File: src/rtl/keypad_scanner.sv
// Row-scanning keypad controller: drives one row at a time, debounces presses and
// releases, and queues press/release events in a small FIFO for the consumer.
//
// state      | meaning
// S_SCAN     | drive current row, wait SETTLE cycles, sample columns
// S_DEBOUNCE | key seen; wait for DEBOUNCE consecutive matching samples
// S_HELD     | press accepted; wait for DEBOUNCE consecutive empty samples
module keypad_scanner #(
    parameter int ROWS     = 4,
    parameter int COLS     = 4,
    parameter int SETTLE   = 4,
    parameter int DEBOUNCE = 16000,
    parameter int DEPTH    = 8,
    localparam int CW      = $clog2(ROWS * COLS),
    localparam int EW      = CW + 1
) (
    input  logic            clk,
    input  logic            rst,
    input  logic [COLS-1:0] scan_in,
    output logic [ROWS-1:0] scan_out,
    output logic [EW-1:0]   ev_data,
    output logic            ev_valid,
    input  logic            ev_ready,
    output logic            irq,
    output logic            overflow,
    input  logic            ovf_clr
);

    localparam int RW  = $clog2(ROWS);
    localparam int CLW = $clog2(COLS);
    localparam int SW  = $clog2(SETTLE + 1);
    localparam int DW  = $clog2(DEBOUNCE + 1);
    localparam int AW  = $clog2(DEPTH);
    localparam int CTW = AW + 1;

    typedef enum logic [1:0] {
        S_SCAN,
        S_DEBOUNCE,
        S_HELD
    } state_t;

    state_t          state, state_next;
    logic [RW-1:0]   row_idx, row_next, row_adv;
    logic [SW-1:0]   settle_cnt, settle_next;
    logic [DW-1:0]   deb_cnt, deb_next, deb_inc;
    logic [CW-1:0]   key_code, key_next, sample_code;
    logic [CLW-1:0]  col_hit;
    logic            any_hit;
    logic            push;
    logic [EW-1:0]   push_data;

    // Highest set column wins when several keys on the row are closed.
    always_comb begin
        col_hit = '0;
        for (int c = 0; c < COLS; c++) begin
            if (scan_in[c]) col_hit = CLW'(c);
        end
    end

    assign any_hit     = |scan_in;
    assign sample_code = CW'(int'(row_idx) * COLS + int'(col_hit));
    assign row_adv     = (row_idx == RW'(ROWS - 1)) ? '0 : row_idx + 1'b1;
    assign deb_inc     = (deb_cnt == DW'(DEBOUNCE)) ? deb_cnt : deb_cnt + 1'b1;
    assign scan_out    = ROWS'(1) << row_idx;

    always_ff @(posedge clk) begin
        if (rst) begin
            state      <= S_SCAN;
            row_idx    <= '0;
            settle_cnt <= '0;
            deb_cnt    <= '0;
            key_code   <= '0;
        end else begin
            state      <= state_next;
            row_idx    <= row_next;
            settle_cnt <= settle_next;
            deb_cnt    <= deb_next;
            key_code   <= key_next;
        end
    end

    always_comb begin
        state_next  = state;
        row_next    = row_idx;
        settle_next = settle_cnt;
        deb_next    = deb_cnt;
        key_next    = key_code;
        push        = 1'b0;
        push_data   = '0;
        case (state)
            S_SCAN: begin
                if (settle_cnt == SW'(SETTLE - 1)) begin
                    settle_next = '0;
                    if (any_hit) begin
                        key_next   = sample_code;
                        deb_next   = '0;
                        state_next = S_DEBOUNCE;
                    end else begin
                        row_next = row_adv;
                    end
                end else begin
                    settle_next = settle_cnt + 1'b1;
                end
            end
            S_DEBOUNCE: begin
                if (!any_hit || sample_code != key_code) begin
                    state_next  = S_SCAN;
                    settle_next = '0;
                    deb_next    = '0;
                end else if (deb_inc == DW'(DEBOUNCE)) begin
                    push       = 1'b1;
                    push_data  = {1'b0, key_code};
                    state_next = S_HELD;
                    deb_next   = '0;
                end else begin
                    deb_next = deb_inc;
                end
            end
            S_HELD: begin
                // Any closure on the held row, even a different key, keeps it held.
                if (any_hit) begin
                    deb_next = '0;
                end else if (deb_inc == DW'(DEBOUNCE)) begin
                    push        = 1'b1;
                    push_data   = {1'b1, key_code};
                    state_next  = S_SCAN;
                    row_next    = row_adv;
                    settle_next = '0;
                    deb_next    = '0;
                end else begin
                    deb_next = deb_inc;
                end
            end
            default: begin
                state_next  = S_SCAN;
                settle_next = '0;
                deb_next    = '0;
            end
        endcase
    end

    logic [EW-1:0]  mem [DEPTH];
    logic [AW-1:0]  wr_ptr, rd_ptr;
    logic [CTW-1:0] count;
    logic           full, pop, do_push, drop;

    assign full     = (count == CTW'(DEPTH));
    assign ev_valid = (count != '0);
    assign pop      = ev_valid & ev_ready;
    assign do_push  = push & (~full | pop);
    assign drop     = push & full & ~pop;
    assign ev_data  = ev_valid ? mem[rd_ptr] : '0;
    assign irq      = ev_valid;

    always_ff @(posedge clk) begin
        if (do_push) mem[wr_ptr] <= push_data;
    end

    always_ff @(posedge clk) begin
        if (rst) begin
            wr_ptr   <= '0;
            rd_ptr   <= '0;
            count    <= '0;
            overflow <= 1'b0;
        end else begin
            if (do_push) wr_ptr <= wr_ptr + 1'b1;
            if (pop)     rd_ptr <= rd_ptr + 1'b1;
            case ({do_push, pop})
                2'b10:   count <= count + 1'b1;
                2'b01:   count <= count - 1'b1;
                default: count <= count;
            endcase
            // A drop in the same cycle as a clear leaves the flag set.
            if (drop)         overflow <= 1'b1;
            else if (ovf_clr) overflow <= 1'b0;
        end
    end

endmodule

File: config.mk
export PLATFORM = sky130hd
export DESIGN_NAME = keypad_scanner
export DESIGN_NICKNAME = d
export VERILOG_FILES = /design/src/rtl/keypad_scanner.sv
export SDC_FILE = /design/constraint.sdc
export NUM_CORES = 1
export LEC_CHECK = 0
export ABC_CLOCK_PERIOD_IN_PS = 4000
export CAP_MARGIN = 10
export CORE_MARGIN = 2
export CORE_UTILIZATION = 54
export CTS_CLUSTER_DIAMETER = 200
export CTS_CLUSTER_SIZE = 10
export DETAILED_ROUTE_END_ITERATION = 10
export GPL_TIMING_DRIVEN = 0
export HOLD_SLACK_MARGIN = 0.12
export PLACE_DENSITY = 0.76
export SETUP_SLACK_MARGIN = 0.02
export SLEW_MARGIN = 30
export SYNTH_ARGS = -nofsm -noshare
export SYNTH_HDL_FRONTEND = slang
export SYNTH_SLANG_ARGS = --single-unit
File: constraint.sdc
create_clock -name clk -period 4 [get_ports clk]
set_input_delay 1 -clock clk [delete_from_list [all_inputs] [get_ports clk]]
set_output_delay 1 -clock clk [all_outputs]
set_load 0.05 [all_outputs]
Yosys cells after proc, flatten, opt, wreduce, memory -nomap -nowiden:

Memories as Yosys holds them, arrays and structs flattened. A register that Yosys moved wholly into a read port is not among the register bits.
Index checks and enable logic that the tools add are counted.

* register bits after elaboration: 36
* RAM bits: 40
* input bits: 8
* logic and storage cells: 101
* memories: 1

* add/subtract/negate cells: 8
* equality and inequality tests: 17
* shift operators: 1
* multiplexer cells: 45
* bitwise logic cells: 7
* reduce and logical (&&, ||, !) cells: 13

Memories
* mem: words 8, width 5, read ports 1, clocked after memory_dff 1, write ports 1, line 142 `logic [EW-1:0] mem [DEPTH];`

Operator list (count)
* 2-to-1 mux 14 bit: 6
* one-hot mux 14 bit (3 select lines): 1
* == test 14 bit (second input constant): 2
* 2-to-1 mux 2 bit: 13
* 2-to-1 mux 3 bit: 6
* 2-to-1 mux 5 bit: 3
* adder 14 x 1 -> 14 bit (second input constant): 1
* inequality test 2 bit (second input constant): 6
* one-hot mux 5 bit (2 select lines): 1
* AND reduction 5 bit: 2
* adder 3 x 1 -> 3 bit (second input constant): 3
* one-hot mux 3 bit (3 select lines): 1
* 2-to-1 mux 1 bit: 8
* 2-to-1 mux 4 bit: 2
* one-hot mux 4 bit (2 select lines): 1
* == test 2 bit (second input constant): 3
* one-hot mux 2 bit (3 select lines): 1
* AND reduction 3 bit: 2
* nonzero test 2 bit: 3
* adder 4 x 1 -> 4 bit (second input constant): 1
* adder 4 x 2 -> 4 bit: 1
* AND 1 bit: 4
* == test 2 x 1 -> 1 bit (second input constant): 2
* == test 4 bit (second input constant): 1
* 16 further kinds: 17

Depth between registers and ports, before layout:

Gate-level depths: netlist (run 1).

* depth after elaboration: 11
* gate-level depth with buffers: 16
* depth with buffers taken out: 14

Least setup slack after synthesis (run 1):

No wires, ideal clock.

* kind: input to register
* from: input port scan_in[1]
* to: register count[3]
* data arrival time: 3.733 ns
* data required time: 3.877 ns
* slack: 0.144 ns
* stages: 12
* cells stage by stage: or3_1 a211o_1 a21oi_1 o21ai_1 nor4_4 nor2b_2 buf_6 ha_1 a21o_1 a21oi_1 mux2i_1 mux2_1

* longest elaborated chain between the ends: 11
* elaborated cells between the ends (all ways): 16
* those cells by class: add/sub (1); eq/ne (3); mux (7); bitwise (1); reduce/logical (4)

Ends and longest elaborated chain
* from (decl): line 19 `input logic [COLS-1:0] scan_in,`
* 2-to-1 mux 1 bit: line 56 `if (scan_in[c]) col_hit = CLW'(c);`
* 2-to-1 mux 2 bit (2 in a row): line 56
* adder 4 x 2 -> 4 bit: line 61 `assign sample_code = CW'(int'(row_idx) * COLS + int'(col_hit));`
* inequality test 4 bit: line 106 `if (!any_hit || sample_code != key_code) begin`
* logical OR 1 bit: line 106
* 2-to-1 mux 1 bit: line 106
* one-hot mux 1 bit (2 select lines) (*): line 90 `case (state)`
* AND 1 bit (*): line 150 `assign do_push = push & (~full | pop);`
* == test 2 x 1 -> 1 bit / == test 2 bit (equally long branches): line 168 `case ({do_push, pop})`
* one-hot mux 4 bit (2 select lines) / nonzero test 2 bit (equally long branches)
* to (signal assigned): line 169 `2'b10: count <= count + 1'b1;`
* to (signal assigned): line 170 `2'b01: count <= count - 1'b1;`
* to (signal assigned): line 171 `default: count <= count;`
* to (decl): line 144 `logic [CTW-1:0] count;`

Every way passes the cells marked *; elsewhere a longest branch is shown, timed or not.
A chain may end at the register's enable or synchronous reset.

Worst setup path in the final report (run 1):

Same ends and word-level chain as after synthesis.

==> qor_table.md, run 1 <==
| Metric | Value |
|:---|:---|
| Clock sink count | 79 |
| Number of placed cells counting well taps | 502 |
| Most used DFF post-synth | edfxtp_1 |
| Vertical die dimension | 91.37 µm |
| Final std cells w/o fill | 520 |
| Count of yosys warnings during synthesis | 0 |
| Violation count after the first detailed-routing iteration | 193 |
| Cell Area, Synth | 4121 µm² |
| CP startpoint | scan_in[1] |
| Number of fillers in the final layout | 574 |
| Clock transition at the registers of the reported paths | 0.09 ns |
| Cell count of the worst reg-to-reg path | 14 |
| Kind of start point of the critical path | input pin |
| Final critical-path share of the clock period | 0.9467 |
| Sequential-to-total area share from yosys stat | 0.4809 |
| Detail Route Antenna Nets | 0 |
| Root buf cell | clkbuf_8 |
| Worst Hold Launch | settle_cnt[1]$_SDFFE_PP0P_ |
| Worst path setup slack after routing | 0.2132 ns |
| Transition time at the pin with the least slew margin | 0.7311 ns |
| Combinational share of power | 0.325 |
| Synth unique cells | 64 |
| Drt wl/cell | 15.72 µm |
| Average vias per placed instance | 5.779 |
| Number of buffers between clock root and the deepest sink | 2 |
| Crit-path max FO | 10 |
| Number of max-slew violations in the final report | 0 |
| Setup tns final | 0 ns |
| CTS tree | built |
| CP Capture Point | count[3]$_SDFFE_PP0P_ |
| Placement Setup Slack | -0.8220 ns |
| WL final | 8.176 mm |
| Min-delay worst type | reg2reg |
| Total congestion overflow after global routing | 0 |
| Hold buffers post-CTS | 0 |
| Critical path cell sequence | clkdlybuf4s50_1, or3_1, a211o_1, a21oi_2, o21ai_2, nor4_4, nor2b_2, buf_6, ha_1, a21o_1, a21oi_1, mux2i_1, mux2_1 |
| Final-layout worst hold slack | 0.4650 ns |
| Post-synth EDFFs | 40 |
| Average instance area after synthesis | 10.71 µm² |
| Number of detailed-route iterations in the first pass | 4 |
| Vias after detailed routing | 3005 |
| Async S/R FF share, synth | 0 |
| Clock network fraction of total power | 0.272 |
| Register share of total power | 0.402 |
| Hold Vio Cnt, Final | 0 |
| Number of diodes | 0 |
| Number of standard cells after synthesis | 385 |
| Area of the core region | 7331 µm² |
| Net switching power | 0.8576 mW |
| Horizontal extent of the die | 91.37 µm |
| Hpwl dp | 5.952 mm |
| Worst R2R End | count[3]$_SDFFE_PP0P_ |
| Sequential cell area in the final layout | 1982 µm² |
| Ratio of total power to cell area | 497.6 nW/µm² |
| Period minus WS final | 3.787 ns |
| Unrepaired setup endpoints after global routing | true |
| Number of buffers created by CTS | 9 |
| Highest achievable clock rate | 264.1 MHz |
| Arrival time worst endpoint | 4.04 ns |
| Count of endpoints failing setup in the final report | 0 |
| Highest-count cells in the layout ignoring fill and taps | 40 x nor2_1, 40 x edfxtp_1, 39 x dfxtp_1 |
| Number of global-route vias before repair | 2954 |
| Setup slack of the worst register-to-register path | 0.38 ns |
| Overall die area | 8348 µm² |
| Pleak | 1.525 nW |
| Number of register bits inferred by synthesis | 79 |
| Std-Cell Rows | 31 |
| Number of antenna violations at the first check in global routing | 0 |
| Max rail drop VDD | 0.0002080 V |
| Setup clock skew after layout | 0.008190 ns |
| Endpoint type of the worst setup path | register |
| Global routing usage summed across all routing layers | 0.2111 |
| I/O Buffers | 18 |
| Wire length of the first global-routing pass | 14.17 mm |
| WP data required | 4.25 ns |
| Starting utilization of the core area | 0.5622 |
| Post-synth net total | 408 |
| Count of H-tree levels built during CTS | 3 |
| Clock latency at the later pin of the worst-skew pair | 0.36 ns |
| Result of the run | completed |
| Rel. slew slack | 0.5089 |
| Share of final-layout standard cells stronger than drive strength 1 | 0.1401 |
| Ports | 20 |
| Fin nets | 439 |
| Remaining DRCs | 0 |
| Area used by multi-input combinational logic | 2004 µm² |
| Origin of the critical flop-to-flop path | deb_cnt[1]$_SDFFE_PP0P_ |
| Area growth from synthesis to layout | 13.75% |
| Routability congestion estimate from global placement | 0.9246 |
| Largest net degree at the start of global routing | 17 |
| Slowest library cell on the worst path | clkdlybuf4s50_1 |
| Worst Setup Path Type | in2reg |
| Switch share | 0.3676 |
| Slowest stage delay, CP | 0.49 ns |
| Cell internal pwr | 1.475 mW |
| Max-capacitance violation count | 0 |
-- flip-flops by register name, summed over array words and instances (netlist names), named ones only --
name and cells:
row_idx 2, mem 40, wr_ptr 3, settle_cnt 3, key_code 4, state 2
overflow 1, deb_cnt 14, count 4, rd_ptr 3
-- repair_timing --
| action | 4_1_cts | 5_1_grt |
|---|---|---|
| pin swaps | 1 | 1 |
| cloned | 0 | 0 |
| setup endpoints to repair | 38 | 29 |
| resized for setup | 2 | 4 |
| setup buffers | 1 | 3 |
-- synth_stat cells, types with 4 or more instances --
library cell  instances  area (µm²)
nor4_1                4       25.02
nand2b_1              9       56.30
buf_2                 6       30.03
xnor2_1               4       35.03
edfxtp_1             40        1201
mux2i_1              12       120.1
nand2_1              17       63.81
ha_1                 14       175.2
o21a_1                5       37.54
dfxtp_1              39       780.8
or3_1                 5       31.28
a31oi_1               5       31.28
a21oi_1              24       120.1
mux4_2               10       225.2
inv_1                18       67.56
nor2_1               40       150.1
nand3_1              11       55.05
nor3_1               14       70.07
and2_1                9       56.30
o21ai_0              16       80.08
clkbuf_1              9       33.78
and3_1                4       25.02
nand4_1               5       31.28
-- worst max-delay path: cells and delay by family --
kind            cells  cell delay, ns
buf+inv             2            0.63
compound gates      5            0.91
simple gates        3            0.71
mux                 2            0.53
fa+ha+maj           1            0.26
-- metrics by stage --
stage	power, mW	util	cell area, µm²
after floorplan	1.504	-	4121
after global placement	1.697	0.6037	4425
after detailed placement	1.719	0.6045	4432
after CTS	2.346	0.6358	4661
after global routing	2.448	0.6395	4688
final	2.333	0.6395	4688
-- per-layer routing --
| layer | up-vias | routed length [µm] | part of all wire | GRT usage |
|---|---|---|---|---|
| met5 | - | 0 | 0 | 0 |
| met4 | 0 | 142 | 0.017 | 0.07702 |
| met3 | 14 | 318 | 0.039 | 0.03154 |
| met2 | 75 | 4020 | 0.49 | 0.3568 |
| met1 | 1423 | 3694 | 0.45 | 0.2760 |
| li1 | 1493 | - | - | - |
-- power by group through the flow --
stage	combinational [mW]	sequential [mW]	clock (mW)
final	0.759	0.939	0.635
after global routing	0.828	0.948	0.672
after CTS	0.788	0.915	0.642
after detailed placement	0.786	0.933	0
after global placement	0.768	0.929	0
after floorplan	0.581	0.924	0
-- cells by family (layout without fill, tap and decap cells) --
| logic type | count (synthesis) | count (layout) | share of synthesized area |
|---|---|---|---|
| AO/OA/AOI/OAI | 75 | 75 | 0.1154 |
| adder cells (fa/ha/maj) | 15 | 15 | 0.04736 |
| AND/OR/NAND/NOR | 148 | 148 | 0.2131 |
| flip-flops | 79 | 79 | 0.4809 |
| buffers and inverters | 37 | 73 | 0.03916 |
| multiplexers | 24 | 24 | 0.08925 |
| XOR/XNOR | 7 | 7 | 0.01488 |
-- area by class of cell --
type	instances	share of cell area
timing repair buffer	22	0.04537
multi-input combinational	269	0.4275
sequential	79	0.4227
tap	99	0.02642
buffer	17	0.01841
inverter	18	0.01441
clock buffer	9	0.02642
clock inverter	7	0.01868
-- worst min-delay path by stage --
stage	to	slack, ns	cells after the start
after floorplan	settle_cnt[1]$_SDFFE_PP0P_	0.44	2
after global placement	settle_cnt[1]$_SDFFE_PP0P_	0.44	2
after detailed placement	settle_cnt[1]$_SDFFE_PP0P_	0.45	2
after CTS	settle_cnt[1]$_SDFFE_PP0P_	0.47	2
after global routing	settle_cnt[2]$_SDFFE_PP0P_	0.49	1
final	settle_cnt[1]$_SDFFE_PP0P_	0.47	2
No activity file was read; power rests on OpenSTA's default activity.
==> run 2: changes to the inputs <==
--- a/config.mk
+++ b/config.mk
@@ -5,7 +5,6 @@
 export SDC_FILE = /design/constraint.sdc
 export NUM_CORES = 1
 export LEC_CHECK = 0
-export ABC_CLOCK_PERIOD_IN_PS = 4000
 export CAP_MARGIN = 10
 export CORE_MARGIN = 2
 export CORE_UTILIZATION = 54
==> results of run 2 <==
Same layout as run 1: the final DEF is identical, and so are final timing and power.
==> run 3: changes to the inputs <==
--- a/config.mk
+++ b/config.mk
@@ -7,13 +7,14 @@
 export LEC_CHECK = 0
 export CAP_MARGIN = 10
 export CORE_MARGIN = 2
-export CORE_UTILIZATION = 54
+export CORE_UTILIZATION = 55
+export CTS_BUF_LIST = sky130_fd_sc_hd__clkbuf_4 sky130_fd_sc_hd__clkbuf_8
 export CTS_CLUSTER_DIAMETER = 200
 export CTS_CLUSTER_SIZE = 10
 export DETAILED_ROUTE_END_ITERATION = 10
 export GPL_TIMING_DRIVEN = 0
 export HOLD_SLACK_MARGIN = 0.12
-export PLACE_DENSITY = 0.76
+export PLACE_DENSITY = 0.77
 export SETUP_SLACK_MARGIN = 0.02
 export SLEW_MARGIN = 30
 export SYNTH_ARGS = -nofsm -noshare
==> run 3 against run 2 <==
Against the previous run:
- first-iteration DRC count grew 8.3%
- critical path depth stayed put
- sequential cell count unchanged
- final cell count decreased by 0.38%
- highest routed layer unchanged
- fmax fell by 1.2%
- sequential share of layout area increased by 0.057 points
- clock skew grew 0.0031 ns
- utilization is 0.60 points higher
- worst hold slack improved by 0.011 ns
- clock power increased by 1%
- total power increased by 0.97%
- clock-buffer cell count unchanged
==> qor_table.md, run 3 (synthesis results as in run 1) <==
| Metric | Value | vs previous |
|:---|:---|:---|
| Result of the run | completed |  |
| Max-capacitance violation count | 0 | unchanged |
| Unrepaired setup endpoints after global routing | false |  |
| Number of diodes | 0 | unchanged |
| Kind of start point of the critical path | input pin |  |
| Worst R2R End | count[3]$_SDFFE_PP0P_ |  |
| Pleak | 1.508 nW | -1.1% |
| Crit-path max FO | 10 | unchanged |
| Buffering stage count on the worst path with inverters included | 2 | unchanged |
| Number of buffers created by CTS | 9 | unchanged |
| Critical path cell sequence | clkdlybuf4s50_1, or4_1, nand4_1, a21oi_4, o21ai_4, nor4_4, nor2b_2, buf_6, ha_1, a21o_1, a21oi_1, mux2i_1, mux2_1 |  |
| Slowest library cell on the worst path | or4_1 |  |
| Remaining DRCs | 0 | unchanged |
| Number of antenna violations at the first check in global routing | 0 | unchanged |
| Setup clock skew after layout | 0.01132 ns | +0.003132 ns |
| Routability congestion estimate from global placement | 0.9468 | +2.4% |
| Rel. slew slack | 0.4604 | -0.04847 |
| Overall die area | 8202 µm² | -1.7% |
| Cell count of the worst reg-to-reg path | 14 | unchanged |
| Vias after detailed routing | 3085 | +2.7% |
| Slowest stage delay, CP | 0.60 ns | +0.11 ns |
| Worst Hold Launch | settle_cnt[1]$_SDFFE_PP0P_ |  |
| Starting utilization of the core area | 0.5682 | +0.006013 |
| Number of max-slew violations in the final report | 0 | unchanged |
| Std-Cell Rows | 31 | unchanged |
| Horizontal extent of the die | 90.57 µm | -0.88% |
| WP data required | 4.26 ns | about the same |
| Worst hold path depth | 2 | unchanged |
| Min-delay worst type | reg2reg |  |
| Area growth from synthesis to layout | 13.60% |  |
| Combinational share of power | 0.328 | +0.003 |
| Largest net degree at the start of global routing | 17 | unchanged |
| Root buf cell | clkbuf_8 |  |
| Worst Setup Path Type | in2reg |  |
| Detail Route Antenna Nets | 0 | unchanged |
| Number of global-route vias before repair | 2928 | -0.88% |
| Drt wl/cell | 16.32 µm | +3.8% |
| Transition time at the pin with the least slew margin | 0.8032 ns | +0.07215 ns |
| Count of endpoints failing setup in the final report | 0 | unchanged |
| Ratio of total power to cell area | 503.1 nW/µm² | +1.1% |
| Fin nets | 437 | -0.46% |
| Endpoint type of the worst setup path | register |  |
| Arrival time worst endpoint | 4.09 ns | +0.05 ns |
| Global routing usage summed across all routing layers | 0.2200 | +0.008855 |
| Register share of total power | 0.399 | -0.003 |
| Number of detailed-route iterations in the first pass | 5 | +1 |
| Hold buffers post-CTS | 0 | unchanged |
| Number of buffers between clock root and the deepest sink | 2 | unchanged |
| Final Util | 0.6455 | +0.005977 |
| Total congestion overflow after global routing | 0 | unchanged |
| Setup slack of the worst register-to-register path | 0.38 ns | about the same |
| Cell internal pwr | 1.477 mW | +0.13% |
| Clock latency at the later pin of the worst-skew pair | 0.37 ns | about the same |
| Count of H-tree levels built during CTS | 3 | unchanged |
| Ports | 20 | unchanged |
| Clock sink count | 79 | unchanged |
| CTS tree | built |  |
| I/O Buffers | 18 | unchanged |
| Switch share | 0.3729 | +0.005258 |
| Origin of the critical flop-to-flop path | deb_cnt[1]$_SDFFE_PP0P_ |  |
| Most flops, register | mem |  |
| Share of final-layout standard cells stronger than drive strength 1 | 0.1337 | -0.006491 |
| Clock transition at the registers of the reported paths | 0.09 ns | about the same |
| Highest achievable clock rate | 261.0 MHz | -1.2% |
| Final-layout worst hold slack | 0.4761 ns | +0.01108 ns |
| Average vias per placed instance | 5.956 | +3.1% |
| Hpwl dp | 6.056 mm | +1.7% |
| Flip-flop count of the largest register after layout | 40 | unchanged |
| Period minus WS final | 3.831 ns | +0.04411 ns |
| Destination of the worst hold path | settle_cnt[1]$_SDFFE_PP0P_ |  |
| Category of cells accounting for the largest share of critical-path delay | simple AND/OR/NAND/NOR gates |  |
| Hold Vio Cnt, Final | 0 | unchanged |
| Vertical die dimension | 90.57 µm | -0.88% |
| Clock network fraction of total power | 0.273 | about the same |
| Violation count after the first detailed-routing iteration | 209 | +8.3% |
| Final critical-path share of the clock period | 0.9577 | +0.01103 |
| Biggest regs | mem: 40 flops, deb_cnt: 14 flops |  |
| Net switching power | 0.8784 mW | +2.4% |
| Wire length of the first global-routing pass | 14.28 mm | +0.83% |
| Max rail drop VDD | 0.0001812 V | -13% |
| Highest-count cells in the layout ignoring fill and taps | 40 x nor2_1, 40 x edfxtp_1, 39 x dfxtp_1 |  |
| WL final | 8.456 mm | +3.4% |
| Area of the core region | 7253 µm² | -1.1% |
## run 3: cell types whose count changed in the layout (fill, tap and decap cells not counted), sizes merged
cell | before | now
buf | 14 | 12
dlymetal6s2s | 1 | 0
clkdlybuf4s50 | 17 | 18
## run 3: layer usage
| metal | up-vias | part of all wire | track usage |
|---|---|---|---|
| met5 | - | 0 | 0 |
| met4 | 0 | 0.020 | 0.08846 |
| met3 | 21 | 0.054 | 0.04174 |
| met2 | 98 | 0.50 | 0.3738 |
| met1 | 1477 | 0.42 | 0.2771 |
| li1 | 1489 | - | - |
## run 3: how the worst max path moves through the flow
stage	start	to	slack (ns)	depth (start not counted)
finish	scan_in[3]	count[3]$_SDFFE_PP0P_	0.17	13
global route	scan_in[3]	count[3]$_SDFFE_PP0P_	0.03	13
CTS	scan_in[2]	count[3]$_SDFFE_PP0P_	0.07	13
detailed placement	scan_in[3]	count[3]$_SDFFE_PP0P_	-0.84	12
global placement	scan_in[3]	count[3]$_SDFFE_PP0P_	-0.79	12
floorplan	scan_in[1]	count[3]$_SDFFE_PP0P_	0.14	12
## run 3: what timing repair did
item,CTS,global route
endpoints found under the setup margin,38,26
pin swaps,1,1
gates resized for setup,2,4
setup buffers,2,0
## run 3: stage by stage
stage / std cells / setup TNS [ns] / power (mW) / instance area, µm² / worst slack, ns
2_1_floorplan: 385 / 0 / 1.504 / 4121 / 0.1439
3_3_place_gp: 502 / -18.62 / 1.695 / 4425 / -0.7866
3_5_place_dp: 502 / -21.14 / 1.724 / 4432 / -0.8437
4_1_cts: 520 / 0 / 2.360 / 4668 / 0.06776
5_1_grt: 518 / 0 / 2.464 / 4682 / 0.02654
6_report: 518 / 0 / 2.356 / 4682 / 0.1690
## run 3: cell type report
type | count | area, µm²
Fill cell | 556 | 2571
Sequential cell | 79 | 1982
Timing Repair Buffer | 20 | 195.2
Buffer | 17 | 86.33
Inverter | 18 | 67.56
Clock buffer | 9 | 123.9
Tap cell | 99 | 123.9
Multi-Input combinational cell | 269 | 2016
Clock inverter | 7 | 87.58
## run 3: tightest hold or removal path: stages (launching register included)
cell,delay (ns)
dfxtp_1,0.33
nand2_1,0.06
a21oi_1,0.05
## run 3: power groups by stage
stage / Clock [mW] / Sequential, mW / Combinational [mW]
floorplan: 0 / 0.924 / 0.581
global placement: 0 / 0.929 / 0.765
detailed placement: 0 / 0.934 / 0.789
CTS: 0.648 / 0.916 / 0.795
global route: 0.689 / 0.950 / 0.825
finish: 0.642 / 0.940 / 0.774
